$ cat config.mk
export PLATFORM = sky130hd
export DESIGN_NAME = seg7_scan_mux
export DESIGN_NICKNAME = d
export VERILOG_FILES = /design/src/rtl/seg7_scan_mux.sv
export SDC_FILE = /design/constraint.sdc
export NUM_CORES = 1
export LEC_CHECK = 0
export BUFFER_PORTS_ARGS = -buffer_cell sky130_fd_sc_hd__buf_2
export CORE_MARGIN = 1
export CORE_UTILIZATION = 40
export CTS_CLUSTER_DIAMETER = 40
export DETAILED_ROUTE_END_ITERATION = 10
export PLACE_DENSITY = 0.58
export SYNTH_ARGS = -nofsm -noshare
export SYNTH_HDL_FRONTEND = slang
export SYNTH_SLANG_ARGS = --single-unit
$ cat constraint.sdc
create_clock -name clk -period 4.2 [get_ports clk]
set_input_delay 1.05 -clock clk [delete_from_list [all_inputs] [get_ports clk]]
set_output_delay 1.05 -clock clk [all_outputs]
set_load 0.02 [all_outputs]
$ cat src/rtl/seg7_scan_mux.sv
// seg7_scan_mux: time-multiplexed hex driver for common-anode 7-segment digits, tear-free frame commit.
// Define SEG7_LZ_BLANK_EN to enable leading-zero suppression.
module seg7_scan_mux #(
  parameter int NUM_DIGITS = 4,
  parameter int CLK_DIV    = 50000
) (
  input  logic                    clk,
  input  logic                    reset,
  input  logic [4*NUM_DIGITS-1:0] val,
  input  logic [NUM_DIGITS-1:0]   dp_in,
  input  logic [NUM_DIGITS-1:0]   blank,
  input  logic                    load,
  output logic [6:0]              leds,
  output logic                    dp,
  output logic [NUM_DIGITS-1:0]   an,
  output logic                    frame_done
);
  localparam int IW = NUM_DIGITS > 1 ? $clog2(NUM_DIGITS) : 1;
  localparam int PW = CLK_DIV > 1 ? $clog2(CLK_DIV) : 1;

  logic [PW-1:0]           r_pre;
  logic [IW-1:0]           r_idx, w_idx_nxt;
  logic                    r_run, w_tc, w_wrap, w_off;
  logic [4*NUM_DIGITS-1:0] r_pv, r_sv, w_sv;
  logic [NUM_DIGITS-1:0]   r_pd, r_pb, r_sd, r_sb, w_sd, w_sb, w_sup;
  logic [3:0]              w_nib;
`ifdef SEG7_LZ_BLANK_EN
  logic                    w_lz;
`endif

  function automatic logic [6:0] glyph(input logic [3:0] n);
    case (n)
      4'h0: glyph = 7'h40;
      4'h1: glyph = 7'h79;
      4'h2: glyph = 7'h24;
      4'h3: glyph = 7'h30;
      4'h4: glyph = 7'h19;
      4'h5: glyph = 7'h12;
      4'h6: glyph = 7'h02;
      4'h7: glyph = 7'h78;
      4'h8: glyph = 7'h00;
      4'h9: glyph = 7'h10;
      4'ha: glyph = 7'h08;
      4'hb: glyph = 7'h03;
      4'hc: glyph = 7'h46;
      4'hd: glyph = 7'h21;
      4'he: glyph = 7'h06;
      default: glyph = 7'h0e;
    endcase
  endfunction

  // r_run holds the prescaler for the first post-reset cycle so digit 0 gets a full slot on screen
  always_comb begin
    w_tc      = r_run && r_pre == PW'(CLK_DIV - 1);
    w_wrap    = w_tc && r_idx == IW'(NUM_DIGITS - 1);
    w_idx_nxt = w_wrap ? '0 : w_tc ? r_idx + 1'b1 : r_idx;
    w_sv      = w_wrap ? (load ? val : r_pv) : r_sv;
    w_sd      = w_wrap ? (load ? dp_in : r_pd) : r_sd;
    w_sb      = w_wrap ? (load ? blank : r_pb) : r_sb;
    w_sup     = '0;
`ifdef SEG7_LZ_BLANK_EN
    w_lz      = 1'b1;
    for (int i = NUM_DIGITS - 1; i > 0; i--) begin
      w_lz     = w_lz && w_sv[4*i +: 4] == 4'h0;
      w_sup[i] = w_lz && !w_sd[i];
    end
`endif
    w_nib     = w_sv[4*w_idx_nxt +: 4];
    w_off     = w_sb[w_idx_nxt] || w_sup[w_idx_nxt];
  end

  always_ff @(posedge clk) begin
    if (reset) begin
      r_run      <= 1'b0;
      r_pre      <= '0;
      r_idx      <= '0;
      r_pv       <= '0;
      r_pd       <= '0;
      r_pb       <= '0;
      r_sv       <= '0;
      r_sd       <= '0;
      r_sb       <= '0;
      leds       <= 7'h7f;
      dp         <= 1'b1;
      an         <= '1;
      frame_done <= 1'b0;
    end else begin
      r_run      <= 1'b1;
      r_pre      <= w_tc ? '0 : r_run ? r_pre + 1'b1 : r_pre;
      r_idx      <= w_idx_nxt;
      r_pv       <= load ? val : r_pv;
      r_pd       <= load ? dp_in : r_pd;
      r_pb       <= load ? blank : r_pb;
      r_sv       <= w_sv;
      r_sd       <= w_sd;
      r_sb       <= w_sb;
      leds       <= w_off ? 7'h7f : glyph(w_nib);
      dp         <= w_off || !w_sd[w_idx_nxt];
      an         <= ~(NUM_DIGITS'(1) << w_idx_nxt);
      frame_done <= w_wrap;
    end
  end
endmodule

# Word-level counts from Yosys, hierarchy flattened
# Memories as Yosys holds them, arrays and structs flattened. A register that Yosys moved wholly into a read port is not among the register bits.
# Index checks and enable logic that the tools add are counted.
[word_totals]
mem_count = 1
regBits = 73
input_bits = 27
romBits = 112
out_inout_bits = 13
[mem_list]
columns = ["memory", "depth", "word_bits", "read_ports", "rd_clocked_by_memory_dff", "write_ports", "line", "source"]
rows = [
  ["(name not given)", 16, 7, 1, 1, 0, "32", "case (n)"],
]
[op_classes]
n_eq_ne = 2
muxes = 15
add_sub_neg = 2
shift = 2
bitwise = 1
reduce_logical = 7
magnitude_cmp = 1
[ops]
columns = ["operator", "n"]
rows = [
  ["two-way mux 16 bit", 2],
  ["adder 16 x 1 -> 16 bit (second input constant)", 1],
  ["equality test 16 bit (second input constant)", 1],
  ["two-way mux 4 bit", 4],
  ["variable part select 16 x 5 -> 4 bit", 1],
  ["binary-select mux 1 bit (select 2 bit)", 3],
  ["two-way mux 1 bit", 4],
  ["two-way mux 2 bit", 2],
  ["NOT 4 bit", 1],
  ["OR reduction 2 bit", 2],
  ["<< shifter 1 x 2 -> 4 bit (first input constant)", 1],
  ["less-than comparator 2 x 3 -> 1 bit (second input constant)", 1],
  ["adder 2 x 1 -> 2 bit (second input constant)", 1],
  ["equality test 2 bit (second input constant)", 1],
  ["logical AND 1 bit", 2],
  ["logical OR 1 bit", 2],
  ["zero test 1 bit", 1],
]

# Logic depth before layout (Yosys ltp)
[depth]
ltp_word = 8
ltp_mapped = 13
mapped_depth_nobuf = 11

# Worst setup path before layout
# No wires, ideal clock.
[synth_timing]
path_type = "in2reg"
startpoint = "in load"
endpoint = "reg leds[3]"
path_slack_ns = 0.679
stages = 11
arrival_ns = 3.395
required_time_ns = 4.075
path_cell_list = "clkbuf_1 mux2i_1 mux2_2 mux2i_1 a21oi_1 o21ai_0 inv_1 ha_1 inv_1 mux4_1 nand2b_1"
[synth_between]
elab_chain_len = 6
word_cells_on_any_way = 9
cone_classes = "1 x shift; 6 x mux; 2 x reduce/logical"
[synth_rtl]
columns = ["item", "line", "source"]
rows = [
  ["start: declaration", "12", "input logic load,"],
  ["two-way mux 4 bit", "n/a", ""],
  ["two-way mux 4 bit", "59", "w_sb = w_wrap ? (load ? blank : r_pb) : r_sb;"],
  ["binary-select mux 1 bit (select 2 bit)", "69", "w_off = w_sb[w_idx_nxt] || w_sup[w_idx_nxt];"],
  ["two-way mux 1 bit (implied by the code)", "69", ""],
  ["logical OR 1 bit", "69", ""],
  ["OR reduction 2 bit (no source line)", "n/a", ""],
  ["end: declaration", "13", "output logic [6:0] leds,"],
]
# Several ways; a longest one is shown, not always the timed one. The select of a mux whose other input is x is not followed.
# A chain may end at the register's enable or synchronous reset.

# Worst setup path in the final report
[layout_timing]
startpoint = "reg r_pre[5]"
endpoint = "reg leds[3]"
[layout_between]
elab_chain_len = 8
word_cells_on_any_way = 14
cone_classes = "1 x eq/ne; 1 x shift; 8 x mux; 4 x reduce/logical"
[layout_rtl]
columns = ["item", "line", "source"]
rows = [
  ["start: declaration", "21", "logic [PW-1:0] r_pre;"],
  ["start signal: assignment", "89", "r_pre <= w_tc ? '0 : r_run ? r_pre + 1'b1 : r_pre;"],
  ["equality test 16 bit (*)", "54", "w_tc = r_run && r_pre == PW'(CLK_DIV - 1);"],
  ["logical AND 1 bit (*)", "54", ""],
  ["two-way mux 2 bit / logical AND 1 bit (equally long branches)", "56, 55", ""],
  ["two-way mux 2 bit / two-way mux 4 bit (equally long branches)", "56, 59", ""],
  ["binary-select mux 1 bit (select 2 bit)", "69", ""],
  ["two-way mux 1 bit (implied by the code)", "69", ""],
  ["logical OR 1 bit", "69", ""],
  ["OR reduction 2 bit (no source line)", "n/a", ""],
]
# Mark *: on every way between the ends. The rest lies on a longest branch, timed or not. The select of a mux whose other input is x is not followed.

==> out/metrics.csv <==
metric,value,unit
fmax,0.269,GHz
dp_cells,504,
die_area,0.00915,sq mm
dr_total_vias,2662,
hp-start,r_pre[15],
mostFrequentLayoutCell,dfxtp_1,
fillers,818,
num_antenna_cells,0,
grt_usage,17.1,%
vdd_drop_max,163,uV
drv_slew,0,
p_int,1070,uW
hold_path_class,register to register,
placed_area,0.00376,sq mm
cap_violations,0,
cp_max_fo,17,
use_met3,5.74,%
drive_gt1_share,16.9,%
power_frac_seq,56.7,%
grt_util_met1,23.0,%
synthCells,378,
rows,33,
drt_pass1_iterations,4,
crit_start,r_pre[5],
cts_buffers,9,
routed_wirelength,7020,microns
worstSetupEndpointType,register,
die_width,95.6,microns
die_h,95.6,microns
power.leakage,0.00154,uW
stdcell_count,518,
cts-root-buf,clkbuf_8,
grt_overflow,0,
synthFlopType,dfxtp_1,
cts_hold_buffers,0,
start_util,42.0,%
post-route-period-util,88.6,%
postCtsSetupRepairBufs,0,
cp.required,4.43,ns
worstMarginPinSlew,0.633,ns
grt_pass1_vias,2474,
htreeDepth,3,
grt_max_degree,39,
rsz0062_at_grt,false,
insertion_delay,0.34,ns
clock_skew,0.00873,ns
synth_cell_types,43,
r2r-start,r_pre[5],
async_flop_share,0,%
routedWlPerCell,13.6,microns
ios,40,
yosysSeqAreaShare,45.7,%
finalInstanceArea,0.00394,sq mm
finalWorstSetupSlack,0.480,ns
setup_violations,0,
hold_viol,0,
slew_headroom,57.8,%
core_area,0.00834,sq mm
finish.net_count,445,
place_congestion,0.919,
clockBufferDepth,2,
syn_nets,413,
cts_tree,built,
startpoint_type,register,
ys.warnings.count,0,
cp_data_arrival_time,3.95,ns
path_clk_slew,0.08,ns
post_cts_resized,0,
grt_pass1_wl,11900,microns
layout_common_cells,"80 x dfxtp_1, 75 x nor2_1, 39 x mux2i_1, 39 x buf_2, 22 x nand2_1",
sw_frac_of_total,22.3,%
detail-route-antenna-nets,0,
pwr_density_cell,351,mW/mm^2
route.detailed.drc,0,
p_sw,309,uW
syn_area,0.00351,sq mm
met2_usage,26.1,%
pre_cts_ws,0.506,ns
outcome,"finished, final reports clean",
setup.worst_path.class,register to register,
p_comb_share,5.3,%
antenna_found_initial,0,
final.setup.tns,0,ns
area_delta_synth_final,12.3,%
ys_ff_latch,80,
dp_hpwl,5030,microns
drt-vias-per-instance,5.14,
drtIter0Drc,118,
cts_sinks,80,
finalCriticalPeriod,3.72,ns
synth_area_per_cell,9.28,sq um
synth-edff-count,0,
utilization,47.2,%
portBuffers,39,
busiest_layer,met2,
clockPowerShare,38.0,%
==> worst max-delay path: stages (launching register included) <==
cell	delay (ns)
dfxtp_1	0.35
or4b_1	0.56
or4_4	0.67
o21ai_0	0.27
a31oi_1	0.12
a32oi_1	0.46
inv_1	0.20
ha_1	0.34
inv_1	0.03
mux4_1	0.46
nand2b_1	0.14
==> routing by layer <==
layer	vias to the layer above	share of wire, %
li1	1391	-
met1	1216	51
met2	49	43
met3	6	4.2
met4	0	1.1
met5	-	0
==> cell type report <==
class / count / area [sq um] / share of cell area (%)
Clock inverter: 4 / 47.5 / 1.21
Multi-Input combinational cell: 265 / 1760 / 44.6
Timing Repair Buffer: 45 / 240 / 6.10
Tap cell: 105 / 131 / 3.34
Inverter: 9 / 33.8 / 0.858
Sequential cell: 80 / 1600 / 40.7
Clock buffer: 10 / 128 / 3.24
==> flip-flops by register name, summed over array words and instances, names as in the netlist, 2 cells and up <==
register  count
r_sv         16
r_idx         2
leds          7
r_pb          4
r_pv         16
an            4
r_pd          4
r_pre        16
r_sd          4
r_sb          4
==> cell usage after synthesis (all sizes together), types with 3 or more instances <==
cell | instances | area [sq um]
ha | 8 | 100
o21ai | 11 | 55.1
dfxtp | 80 | 1600
nand2b | 4 | 27.5
a32oi | 4 | 42.6
xor2 | 8 | 70.1
nor2 | 75 | 282
o211ai | 3 | 22.5
inv | 9 | 33.8
nand4 | 5 | 31.3
buf | 7 | 51.3
clkbuf | 17 | 63.8
o221ai | 3 | 26.3
a211oi | 21 | 158
mux2i | 39 | 390
and2 | 3 | 18.8
nor3 | 3 | 15.0
a21oi | 12 | 63.8
or3 | 5 | 31.3
nand3 | 7 | 35.0
xnor2 | 4 | 35.0
nand2 | 22 | 82.6
and3 | 4 | 25.0
mux2 | 7 | 78.8
==> final timing paths <==
kind	endpoint	slack, ns	cells past startpoint
hold / removal	r_pre[15]	0.49	2
hold reg to reg	r_pre[15]	0.49	2
setup / recovery	leds[3]	0.48	10
setup reg to reg	leds[3]	0.48	10
==> power by group through the flow <==
stage,Sequential (uW),Clock [uW],Combinational [uW]
after global routing,786,578,83.5
after floorplan,806,0,44.9
final,784,526,73.5
after global placement,802,0,74.3
after detailed placement,802,0,75.0
after CTS,784,547,75.4
==> through the flow <==
stage	hold slack [ns]	total power, uW
finish	0.491	1380
global route	0.527	1450
CTS	0.497	1410
detailed placement	0.480	877
global placement	0.461	876
floorplan	0.442	850
==> cells by family (layout without fill, tap and decap cells) <==
family                   count (synthesis)  after routing  synth area share, %
AND/OR/NAND/NOR                        136            136                 17.6
flip-flops                              80             80                 45.7
AO/OA/AOI/OAI                           62             62                 12.5
multiplexers                            47             47                 14.1
buffers and inverters                   33             68                 4.25
XOR/XNOR                                12             12                 3.00
adder cells (fa/ha/maj)                  8              8                 2.85
Power figures use the tool's default switching activity.
